File: config.mk
export PLATFORM = sky130hd
export DESIGN_NAME = fpmul_norm_round
export DESIGN_NICKNAME = d
export VERILOG_FILES = /design/src/rtl/fpmul_norm_round.sv
export SDC_FILE = /design/constraint.sdc
export NUM_CORES = 1
export LEC_CHECK = 0
export ABC_CLOCK_PERIOD_IN_PS = 4700
export CELL_PAD_IN_SITES_DETAIL_PLACEMENT = 0
export CELL_PAD_IN_SITES_GLOBAL_PLACEMENT = 1
export CORE_MARGIN = 2
export CORE_UTILIZATION = 37
export CTS_CLUSTER_SIZE = 28
export DETAILED_ROUTE_END_ITERATION = 8
export PLACE_DENSITY = 0.86
export SYNTH_ARGS = -nofsm -noshare
export SYNTH_HDL_FRONTEND = slang
export SYNTH_SLANG_ARGS = --single-unit
File: constraint.sdc
create_clock -name clk -period 4.7 [get_ports clk]
set_input_delay 0.705 -clock clk [delete_from_list [all_inputs] [get_ports clk]]
set_output_delay 0.705 -clock clk [all_outputs]
set_load 0.05 [all_outputs]
File: src/rtl/fpmul_norm_round.sv
// Normalize / round-to-nearest-even / pack stage of the binary32 multiplier.
// Two-stage valid/ready pipeline with backpressure and a sticky exception-flag register.
module fpmul_norm_round (
    input  logic        clk,
    input  logic        rst_n,
    input  logic        in_valid,
    output logic        in_ready,
    input  logic [47:0] in_prod,
    input  logic [9:0]  in_exp,
    input  logic        in_sign,
    input  logic [1:0]  in_class,
    input  logic        in_invalid,
    output logic        out_valid,
    input  logic        out_ready,
    output logic [31:0] out_result,
    output logic [3:0]  out_flags,
    input  logic        clr_flags,
    output logic [3:0]  sticky_flags
);
    localparam logic [1:0] CLS_ZERO = 2'b01;
    localparam logic [1:0] CLS_INF  = 2'b10;
    localparam logic [1:0] CLS_NAN  = 2'b11;

    logic        load1, load2, xfer;
    logic        v1_q, v2_q;
    logic [22:0] m1_q, m1_d;
    logic        g1_q, g1_d, s1_q, s1_d;
    logic [10:0] e1_q, e1_d;
    logic        sign1_q, inv1_q;
    logic [1:0]  cls1_q;
    logic [31:0] res_q, res_d;
    logic [3:0]  flg_q, flg_d;
    logic [3:0]  sticky_q, sticky_d;
    logic [23:0] mr;
    logic [10:0] e2;
    logic        rnd, inexact;

    assign load2    = !v2_q | out_ready;
    assign load1    = !v1_q | load2;
    assign in_ready = load1;
    assign xfer     = v2_q & out_ready;

    // Stage 1: pick the leading one position, split into mantissa/guard/sticky.
    always_comb begin
        e1_d = {in_exp[9], in_exp} + {10'd0, in_prod[47]};
        if (in_prod[47]) begin
            m1_d = in_prod[46:24];
            g1_d = in_prod[23];
            s1_d = |in_prod[22:0];
        end else begin
            m1_d = in_prod[45:23];
            g1_d = in_prod[22];
            s1_d = |in_prod[21:0];
        end
    end

    // Stage 2: a rounding carry-out leaves mr[22:0] zero and bumps the exponent.
    always_comb begin
        rnd     = g1_q & (s1_q | m1_q[0]);
        mr      = {1'b0, m1_q} + {23'd0, rnd};
        e2      = e1_q + {10'd0, mr[23]};
        inexact = g1_q | s1_q;
        res_d   = {sign1_q, e2[7:0], mr[22:0]};
        flg_d   = {inv1_q, 2'b00, inexact};
        case (cls1_q)
            CLS_NAN:  begin res_d = 32'h7FC0_0000;           flg_d = {inv1_q, 3'b000}; end
            CLS_INF:  begin res_d = {sign1_q, 8'hFF, 23'h0}; flg_d = {inv1_q, 3'b000}; end
            CLS_ZERO: begin res_d = {sign1_q, 31'h0};        flg_d = {inv1_q, 3'b000}; end
            default: begin
                if ($signed(e2) >= 11'sd255) begin
                    res_d = {sign1_q, 8'hFF, 23'h0};
                    flg_d = {inv1_q, 3'b101};
                end else if ($signed(e2) <= 11'sd0) begin
                    res_d = {sign1_q, 31'h0};
                    flg_d = {inv1_q, 3'b011};
                end
            end
        endcase
    end

    // A clear coinciding with a transfer keeps only that transfer's flags.
    always_comb begin
        sticky_d = sticky_q;
        if (clr_flags)
            sticky_d = xfer ? flg_q : 4'h0;
        else if (xfer)
            sticky_d = sticky_q | flg_q;
    end

    always_ff @(posedge clk or negedge rst_n) begin
        if (!rst_n) begin
            v1_q    <= 1'b0;
            m1_q    <= '0;
            g1_q    <= 1'b0;
            s1_q    <= 1'b0;
            e1_q    <= '0;
            sign1_q <= 1'b0;
            cls1_q  <= '0;
            inv1_q  <= 1'b0;
        end else if (load1) begin
            v1_q <= in_valid;
            if (in_valid) begin
                m1_q    <= m1_d;
                g1_q    <= g1_d;
                s1_q    <= s1_d;
                e1_q    <= e1_d;
                sign1_q <= in_sign;
                cls1_q  <= in_class;
                inv1_q  <= in_invalid;
            end
        end
    end

    always_ff @(posedge clk or negedge rst_n) begin
        if (!rst_n) begin
            v2_q     <= 1'b0;
            res_q    <= '0;
            flg_q    <= '0;
            sticky_q <= '0;
        end else begin
            sticky_q <= sticky_d;
            if (load2) begin
                v2_q <= v1_q;
                if (v1_q) begin
                    res_q <= res_d;
                    flg_q <= flg_d;
                end
            end
        end
    end

    assign out_valid    = v2_q;
    assign out_result   = res_q;
    assign out_flags    = flg_q;
    assign sticky_flags = sticky_q;
endmodule

-- Yosys cells after proc, flatten, opt, wreduce, memory -nomap -nowiden
Cells that the tools add are included.
- bits in registers: 82
- bits in latches: 0
- RAM bits: 0
- bits in read-only memories: 0
- input bits: 67
- output and inout bits: 42
- word-level logic and storage cells: 47
- memories kept: 0
- $add $sub $neg: 3
- multiply operators: 0
- divide/modulo/power cells: 0
- magnitude comparators: 2
- eq/ne operators: 3
- shift operators: 0
- multiplexer cells: 12
- bitwise operators: 7
- reduce and logical (&&, ||, !) cells: 8
- operator list (kind ; number):
    one-hot mux 32 bit (3 select lines) ; 1
    two-way mux 31 bit ; 2
    adder 23 x 1 -> 24 bit ; 1
    two-way mux 23 bit ; 1
    OR reduction 23 bit ; 1
    OR reduction 22 bit ; 1
    two-way mux 4 bit ; 3
    adder 10 x 2 -> 11 bit ; 1
    adder 11 x 1 -> 11 bit ; 1
    >= comparator 11 x 9 -> 1 bit (second input constant) ; 1
    <= comparator 11 x 1 -> 1 bit (second input constant) ; 1
    two-way mux 3 bit ; 2
    equality test 2 bit (second input constant) ; 2
    bitwise OR 1 bit ; 4
    bitwise OR 4 bit ; 1
    AND reduction 2 bit ; 2
    OR reduction 3 bit ; 1
    bitwise AND 1 bit ; 2
    equality test 2 x 1 -> 1 bit (second input constant) ; 1
    zero test 1 bit ; 2
    two-way mux 1 bit ; 2
    two-way mux 2 bit ; 1
    nonzero test 2 bit ; 1

-- Depth between registers and ports, before layout
Gate-level depths: netlist of run 1.
- depth after elaboration: 8
- depth in mapped cells: 15
- mapped depth without buffers: 13

-- Worst setup path after synthesis of run 1
No wires, ideal clock.
- path kind: reg-to-reg
- start: register s1_q
- end: register res_q[4], in the netlist out_result[4]
- library setup time: 0.074 ns
- arrival time: 3.174 ns
- data required time: 4.626 ns
- path slack: 1.452 ns
- stages on the path, launching flop included: 16
- buffers on the path: 2
- clock period less this slack: 3.248 ns
- cell sequence: dfrtp_1 -> o21a_1 -> ha_1 -> nand2_1 -> or4_1 -> buf_2 -> nor4_1 -> ha_1 -> ha_1 -> nand3_1 -> nor2_1 -> a31oi_1 -> a41oi_2 -> nand4b_4 -> buf_12 -> o21ai_2
- word-level cells in the longest chain between the ends: 8
- elaborated cells between the ends (all ways): 9
- those cells by class: 2 x add/sub; 2 x order compare; 3 x mux; 2 x bitwise
- RTL lines (element ; line ; RTL):
    start, declared ; 27 ; logic g1_q, g1_d, s1_q, s1_d;
    start signal, assigned ; 95 ; s1_q <= 1'b0;
    start signal, assigned ; 105 ; s1_q <= s1_d;
    bitwise OR 1 bit (*) ; 59 ; rnd = g1_q & (s1_q | m1_q[0]);
    bitwise AND 1 bit (*) ; 59 ;
    adder 23 x 1 -> 24 bit (*) ; 60 ; mr = {1'b0, m1_q} + {23'd0, rnd};
    adder 11 x 1 -> 11 bit ; 61 ; e2 = e1_q + {10'd0, mr[23]};
    <= comparator 11 x 1 -> 1 bit ; 73 ; end else if ($signed(e2) <= 11'sd0) begin
    two-way mux 31 bit ; 73 ;
    two-way mux 31 bit (*) ; 70 ; if ($signed(e2) >= 11'sd255) begin
    one-hot mux 32 bit (3 select lines) (*) ; 65 ; case (cls1_q)
    end signal, assigned ; 125 ; res_q <= res_d;
    end, declared ; 31 ; logic [31:0] res_q, res_d;
Mark *: on every way between the ends. The rest lies on a longest branch, timed or not.
A chain may end at the register's enable or synchronous reset.

-- Worst setup path in the final report of run 1
- start: register s1_q
- end: register res_q[22], in the netlist out_result[22]
The elaborated chain is that of the path after synthesis.

==> results.txt, run 1 <==
- Maximum VDD drop: 0.196 mV
* Worst path slowest cell: or4_1
- Number of buffers between clock root and the deepest sink: 2
- For the worst setup path, the data required time is 4.91 ns.
- Number of setup violations in the final report: 0
- Of all nets on the critical path, the largest fanout is 23.
- Ratio of total power to cell area: 374 nW/um^2
- The H-tree was split into 3 levels.
* Count of buffers inserted at the top-level ports: 108
- DRC violations left: 0
* Clock edge transition at the registers on the reported setup and hold paths: 0.06 ns
- TritonCTS clock tree: done
* Total wirelength of the detailed-routed design: 10,100 um
* Type of element launching the critical path: flop
- For this run, global-route usage on met3 was measured as 2.38%.
- Worst Reg-to-Reg Cells: 13
- Commonest register cell after synthesis: dfrtp_1
- The worst setup path is captured at a flop.
- Averaged over all synthesized cells, the footprint is 9.77 um^2.
* Fraction of final layout cells sized beyond drive strength 1: 10.6%
- Average wire per cell in the routed design: 14.7 um
* Largest net degree at the start of global routing: 83
* Area of the mapped netlist: 4320 um^2
- Leak Pwr: 2.39 nW
* FMAX: 239 MHz
- Of all cell types, the one taking the most synthesized area is dfrtp_1.
* Antenna violations before repair: 0
- Dividing the final minimum period by the clock period gives 89.1%.
* Area of the die: 12,500 um^2
* Most area-consuming cells after synthesis: dfrtp_1, nand2_1, mux2i_1
- Across all layers, the routed design uses 3,499 vias.
* Global-route congestion overflow total: 0
- Worst clock skew: 0.00725 ns
- DR iter-0 viols: 187
- After clock tree synthesis, the repair step resized 0 gates.
- Layout-stage area growth over the synthesis result: 33.8%
- The tool flagged a number of max-cap violations equal to 0.
- Startpoint of the most critical register-to-register path: s1_q
- Antenna viol nets, final: 0
- Kind of path behind the tightest hold check: reg -> reg
- In this run the standard cell core region covers 11,400 um^2.
* Flops & latches, synth: 82
* Synthesized netlist cell count: 442
* CP Cell Sequence: o21a_1 > ha_1 > nand2_1 > or4_1 > nor4_1 > ha_1 > ha_1 > nand3_1 > nor2_1 > a31oi_1 > a41oi_2 > nand4b_4 > o221ai_1
- Net count of the finished layout: 616
- STA puts the critical path data arrival time at 4.40 ns.
- Final Wtd Congestion: 0.806
- The number of clock buffers added by TritonCTS is 9.
- Share of flip-flops with an asynchronous set or reset after synthesis: 100%
- For this design, the CTS-stage hold fixing added 0 buffers.
- Proportion of netlist area held by the largest area contributor: 47.5%
* Clock Tree Root: clkbuf_16
- Net count after synthesis: 515
- Distinct cells, synth: 48
- The first detailed-routing pass ran for 4 iterations.
- The first global-routing pass estimated 17,000 um of wire.
* GRT busiest layer: met2
- Critical path's largest stage delay: 0.55 ns
- Diode count: 0
- Met1 track utilization from global routing: 23.5%
- Synth warnings: 0
* TNS Setup: 0 ns
- The smallest clock period supported by the final layout is computed as 4.19 ns.
- The synthesized design contains 0 enable-type register cells.
- Die span in y: 112 um
* DP Wirelength: 7670 um
- Global routing consumed, on the met2 layer, 26.1% of the routing resources.
- Worst slew margin: 31.2%
- Hold endpoint: out_result[31]
- For the worst-skew pair, the clock arrives at the later sink with an insertion delay of 0.33 ns.
- Transition time at the pin with the least slew margin: 1.03 ns
* Result of the run: complete, no violations
* Die boundary width: 112 um
- The initial utilization of the core area, before any placement, comes to 37.8%.
* Worst setup path class: reg -> reg
- Sequential area share after synthesis: 47.5%
* Worst reg2reg path endpoint: out_result[22]
- Number of sinks driven by the clock tree: 82
- The worst hold path was traced through 2 stages.
- The final count of hold timing violations came to 0.
* Number of setup buffers added after CTS: 0
- The final number of max-transition violations was 0.
- DR vias/cell: 5.06
- Internal reg-to-reg setup slack: 0.51 ns
- Vias in the first global route: 3,536
- Std-Cell Rows: 39
- The design draws 2.16 mW.
* Most numerous cell on the critical path: ha_1
- Setup repair after global routing left no endpoint under its margin.
* Overall Global Routing Usage: 16.6%
- During I/O placement, the number of pins put on the boundary was 109.
* Min-Delay Startpoint: out_result[31]
==> kinds of logic (layout without fill, tap and decap cells) <==
kind of cell	after synthesis	count (layout)	synth area share (%)
flops	82	82	47.5
fa+ha+maj	6	6	1.74
buf+inv	31	137	3.54
compound gates	84	84	13.6
simple gates	172	172	19.0
xor+xnor	37	37	7.51
mux	30	30	7.13
==> power by group <==
part / internal [mW] / switching [mW] / total, mW
registers: 0.801 / 0.0995 / 0.900
logic: 0.234 / 0.336 / 0.569
clock network: 0.426 / 0.267 / 0.694
==> synthesized netlist by cell type, types with 2 or more instances <==
master,n
nand4_1,10
o22a_1,2
o21ai_2,20
buf_1,2
dfrtp_1,82
nor4_1,6
inv_1,11
buf_12,2
xor2_1,16
nand3_1,19
o21a_1,2
clkbuf_1,13
o221a_2,5
and3_1,3
nor2_1,23
mux2i_1,24
o21ai_0,39
ha_1,6
and4_1,3
a21oi_1,3
nor3_1,4
buf_2,3
a22o_1,2
or4_1,2
nand2b_1,7
nand2_1,85
mux2_2,6
or3_1,2
xnor2_1,21
==> worst max-delay path, delay by kind of cell (launching register included) <==
| family | cells | cell delay, ns |
|---|---|---|
| AOI/OAI and AO/OA | 4 | 1.00 |
| adders and majority gates | 3 | 0.84 |
| DFF | 1 | 0.36 |
| and+or+nand+nor | 6 | 1.87 |
==> area by class of cell <==
class	instances	area, um^2
fillers	1077	5640
repair buffers	110	1090
flip-flops and latches	82	2050
inverters	11	41.3
clock inverters	4	51.3
multi-input cells	329	2120
well taps	143	179
clock buffers	12	246
==> cells in the final DEF (no fill, tap or decap), types with 2 or more instances in the layout <==
cell             instances
mux2_2                   6
and3_1                   3
buf_4                    3
clkbuf_1                 2
clkbuf_16                9
o21ai_2                 20
nor2_1                  23
o221a_2                  5
mux2i_1                 24
or4_1                    2
nor3_1                   4
nor4_1                   6
nand3_1                 19
dfrtp_1                 82
nand2b_1                 7
nand4_1                 10
a21oi_1                  3
ha_1                     6
xor2_1                  16
xnor2_1                 21
o21ai_0                 39
a22o_1                   2
inv_1                   11
o21a_1                   2
nand2_1                 84
or3_1                    2
o22a_1                   2
and4_1                   3
clkdlybuf4s50_1        107
==> per-layer routing <==
metal	share of wire, %	wire length, um	vias to the layer above
li1	-	-	1753
met3	4.4	447	15
met1	48	4900	1636
met2	45	4560	95
met4	2.2	219	0
met5	0	0	-
==> through the flow <==
stage | setup slack, ns | util (%) | area, um^2 | cells | hold WS [ns]
final | 0.511 | 50.6 | 5780 | 691 | 0.462
after detailed placement | 0.513 | 48.0 | 5480 | 675 | 0.458
after global routing | 0.192 | 50.6 | 5780 | 691 | 0.500
after CTS | 0.487 | 50.6 | 5780 | 691 | 0.469
after floorplan | 1.45 | - | 4320 | 442 | 0.409
after global placement | 0.704 | 48.0 | 5480 | 675 | 0.448
==> state kept, by name (all words and copies together) (netlist names) <==
name / cells
out_result: 32
m1_q: 23
e1_q: 11
out_flags: 4
sticky_flags: 4
cls1_q: 2
g1_q: 1
inv1_q: 1
out_valid: 1
s1_q: 1
sign1_q: 1
v1_q: 1
==> worst max-delay path by stage <==
stage / endpoint / from
after detailed placement: out_result[22] / s1_q
after floorplan: out_result[4] / s1_q
final: out_result[22] / s1_q
after CTS: out_result[22] / s1_q
after global placement: out_result[22] / s1_q
after global routing: out_result[22] / g1_q
Note: power is estimated with default switching activity, not from simulation.
==> inputs of run 2 (changes only) <==
- CELL_PAD_IN_SITES_DETAIL_PLACEMENT: 0 -> 1
- TNS_END_PERCENT: default -> 100
==> run 2 against run 1 <==
- die area did not move
- critical path depth unchanged
- wire length is 16% higher
- final cell count stayed put
- core utilization hardly changed
- sequential power is 0.8% higher
- hold slack better by 0.0074 ns
- non-clock buffer count did not move
- sequential share of layout area about the same
- via count is 4.0% higher
- setup slack worse by 0.11 ns
- largest power group unchanged
==> results.txt, run 2 (synthesis gave the netlist of run 1 again) <==
* Fraction of final layout cells sized beyond drive strength 1: 10.8% (+0.18 points)
- The path class of the tightest hold or removal check is reg -> reg.
- DR vias/cell: 5.26 (+4.0%)
- Hold-critical path depth: 2 (unchanged)
- The ratio of final minimum period to clock period was 91.5% (+2.4 points).
* Cell Area, Placed: 5480 um^2 (unchanged)
* RSZ-0062 raised after global routing: false
* Die boundary width: 112 um (unchanged)
- CP Cell Sequence: o21a_1 > ha_1 > nand2_1 > or4_1 > nor4_1 > ha_1 > ha_1 > nand3_1 > nor2_1 > a31oi_1 > a41oi_2 > nand4b_4 > o221ai_1
* Global-route congestion overflow total: 0 (unchanged)
* Std-Cell Rows: 39 (unchanged)
* Antenna violations before repair: 0 (unchanged)
- # Max-Cap Violations: 0 (unchanged)
- The final period demand of the worst path came to 4.30 ns (+0.111 ns).
- Die span in y: 112 um (unchanged)
* Clock Latency Late Sink: 0.33 ns (about the same)
* Global-route wire length before repair: 19,800 um (+16%)
* Vias after detailed routing: 3,638 (+4.0%)
- Cell family with the largest share of critical-path delay: simple AND/OR/NAND/NOR gates
- Layout-stage area growth over the synthesis result: 33.8% (about the same)
* Largest net degree at the start of global routing: 83 (unchanged)
- The worst setup path is of the reg -> reg kind.
- The slack of the worst reg-to-reg path is 0.40 ns (-0.11 ns).
- The number of gates on the worst path with buffers counted is 13 (unchanged).
* Final core occ: 50.6% (about the same)
* Max Slew Vio Count: 0 (unchanged)
* Worst slew margin: 31.4% (+0.23 points)
- Final design area excluding fillers: 5780 um^2 (about the same)
* Data arrival at the endpoint of the critical path: 4.52 ns (+0.12 ns)
- The largest individual stage delay along the critical path comes from the cell or4_1.
* Area of the placeable core: 11,400 um^2 (unchanged)
* Leak Pwr: 2.39 nW (+0.27%)
- The critical-path maximum fanout was 23 (unchanged).
- The highest ir drop seen on vdd is 0.190 mV (-3.2%).
* Most common cell after layout, fill and taps aside: clkdlybuf4s50_1
* DP Wirelength: 8750 um (+14%)
- The count of antenna diodes in the layout is 0 (unchanged).
* Critical Path Sink Type: flop
* Fill cells: 1,331 (+24%)
- The number of flip-flops in the largest register came to 32 (unchanged).
- Total wirelength of the detailed-routed design: 11,800 um (+16%)
- The via count of the first global-routing pass is 4,005 (+13%).
- Count of buffers inserted at the top-level ports: 108 (unchanged)
* Startpoint of the most critical register-to-register path: s1_q
- The depth of the CTS H-tree was 3 (unchanged).
* Area of the die: 12,500 um^2 (unchanged)
- Most numerous cell on the critical path: ha_1
* Final Wtd Congestion: 0.806 (unchanged)
- The worst setup path is launched from a flop.
- The most critical setup path has its endpoint at out_result[22].
- TritonCTS built the clock tree.
* Final hold violations: 0 (unchanged)
- DRC violations left: 0 (unchanged)
- Worst clock skew: 0.00662 ns (-0.000628 ns)
* Worst reg2reg path endpoint: out_result[22]
- DR iter-0 viols: 154 (-18%)
- FMAX: 233 MHz (-2.6%)
* Overall Global Routing Usage: 19.7% (+3.1 points)
* Clock edge transition at the registers on the reported setup and hold paths: 0.06 ns (about the same)
- The top-level port count is 109 (unchanged).
* Data required, critical path: 4.92 ns (about the same)
* Detailed-router iteration count before antenna repair: 4 (unchanged)
- TNS Setup: 0 ns (unchanged)
- In the layout the commonest cells are clkdlybuf4s50_1, nand2_1, dfrtp_1.
- The most critical setup path has its startpoint at s1_q.
- Number of setup violations in the final report: 0 (unchanged)
- Number of buffers and inverters on the critical path: 0 (unchanged)
- The total CTS buffers was 9 (unchanged).
- Hold-fix buffer count after cts: 0 (unchanged)
- The run finished with clean final reports.
- Number of setup buffers added after CTS: 0 (unchanged)
- Number of buffers between clock root and the deepest sink: 2 (unchanged)
- The cell area power density is 378 nW/um^2 (+1.1%).
- The pin slew with the least headroom to its limit was 1.03 ns (-0.00344 ns).
- Worst Reg-to-Reg Cells: 13 (unchanged)
- The post-detailed-route count of antenna-violating nets came to 0 (unchanged).
* Number of sinks driven by the clock tree: 82 (unchanged)
- Net count of the finished layout: 616 (unchanged)
- The number of gates resized after CTS came to 0 (unchanged).
* Average wire per cell in the routed design: 17.1 um (+16%)
- Clock Tree Root: clkbuf_16
- Critical path's largest stage delay: 0.56 ns (about the same)
- Initial core utilization: 37.8% (unchanged)
run 2: per-stage QoR:
stage / total power, mW / hold WS, ns / setup slack, ns / std cells
floorplan: 1.25 / 0.409 / 1.45 / 442
global placement: 1.47 / 0.448 / 0.704 / 675
detailed placement: 1.50 / 0.457 / 0.495 / 675
CTS: 2.20 / 0.469 / 0.363 / 691
global route: 2.28 / 0.496 / 0.0266 / 691
finish: 2.19 / 0.469 / 0.400 / 691
run 2: area by class of cell:
cell class	count	area [um^2]	area share, %
clock buffer	11	243	4.20
sequential	82	2050	35.5
inverter	11	41.3	0.715
clock inverter	5	53.8	0.931
timing repair buffer	110	1090	18.9
tap	143	179	3.10
multi-input combinational	329	2120	36.6
run 2: report_power, final:
group / internal, mW / total [mW] / switching (mW)
clock network: 0.424 / 0.700 / 0.276
registers: 0.801 / 0.907 / 0.107
logic: 0.234 / 0.580 / 0.346
total: 1.46 / 2.19 / 0.728
run 2: how the worst min path moves through the flow:
stage,endpoint,start
floorplan,cls1_q[0],rst_n
global placement,out_flags[3],inv1_q
detailed placement,out_flags[3],inv1_q
CTS,out_flags[3],inv1_q
global route,out_flags[3],inv1_q
finish,out_flags[3],inv1_q
run 2: layer usage:
metal | track usage (%) | vias up | share of wire [%]
li1 | - | 1749 | -
met1 | 25.1 | 1774 | 44
met2 | 33.9 | 92 | 49
met3 | 3.89 | 23 | 4.0
met4 | 6.42 | 0 | 2.4
met5 | 0 | - | 0
run 2: tightest hold or removal path, stage by stage, from the launching register on:
cell and delay (ns):
dfrtp_1 0.34, nand2_1 0.05, nand2_1 0.05
==> inputs of run 3 (changes only) <==
- CTS_CLUSTER_SIZE: 28 -> 12
- HOLD_SLACK_MARGIN: default -> 0.08
==> results of run 3 <==
The final DEF is identical to that of run 2; final timing and power are the same.
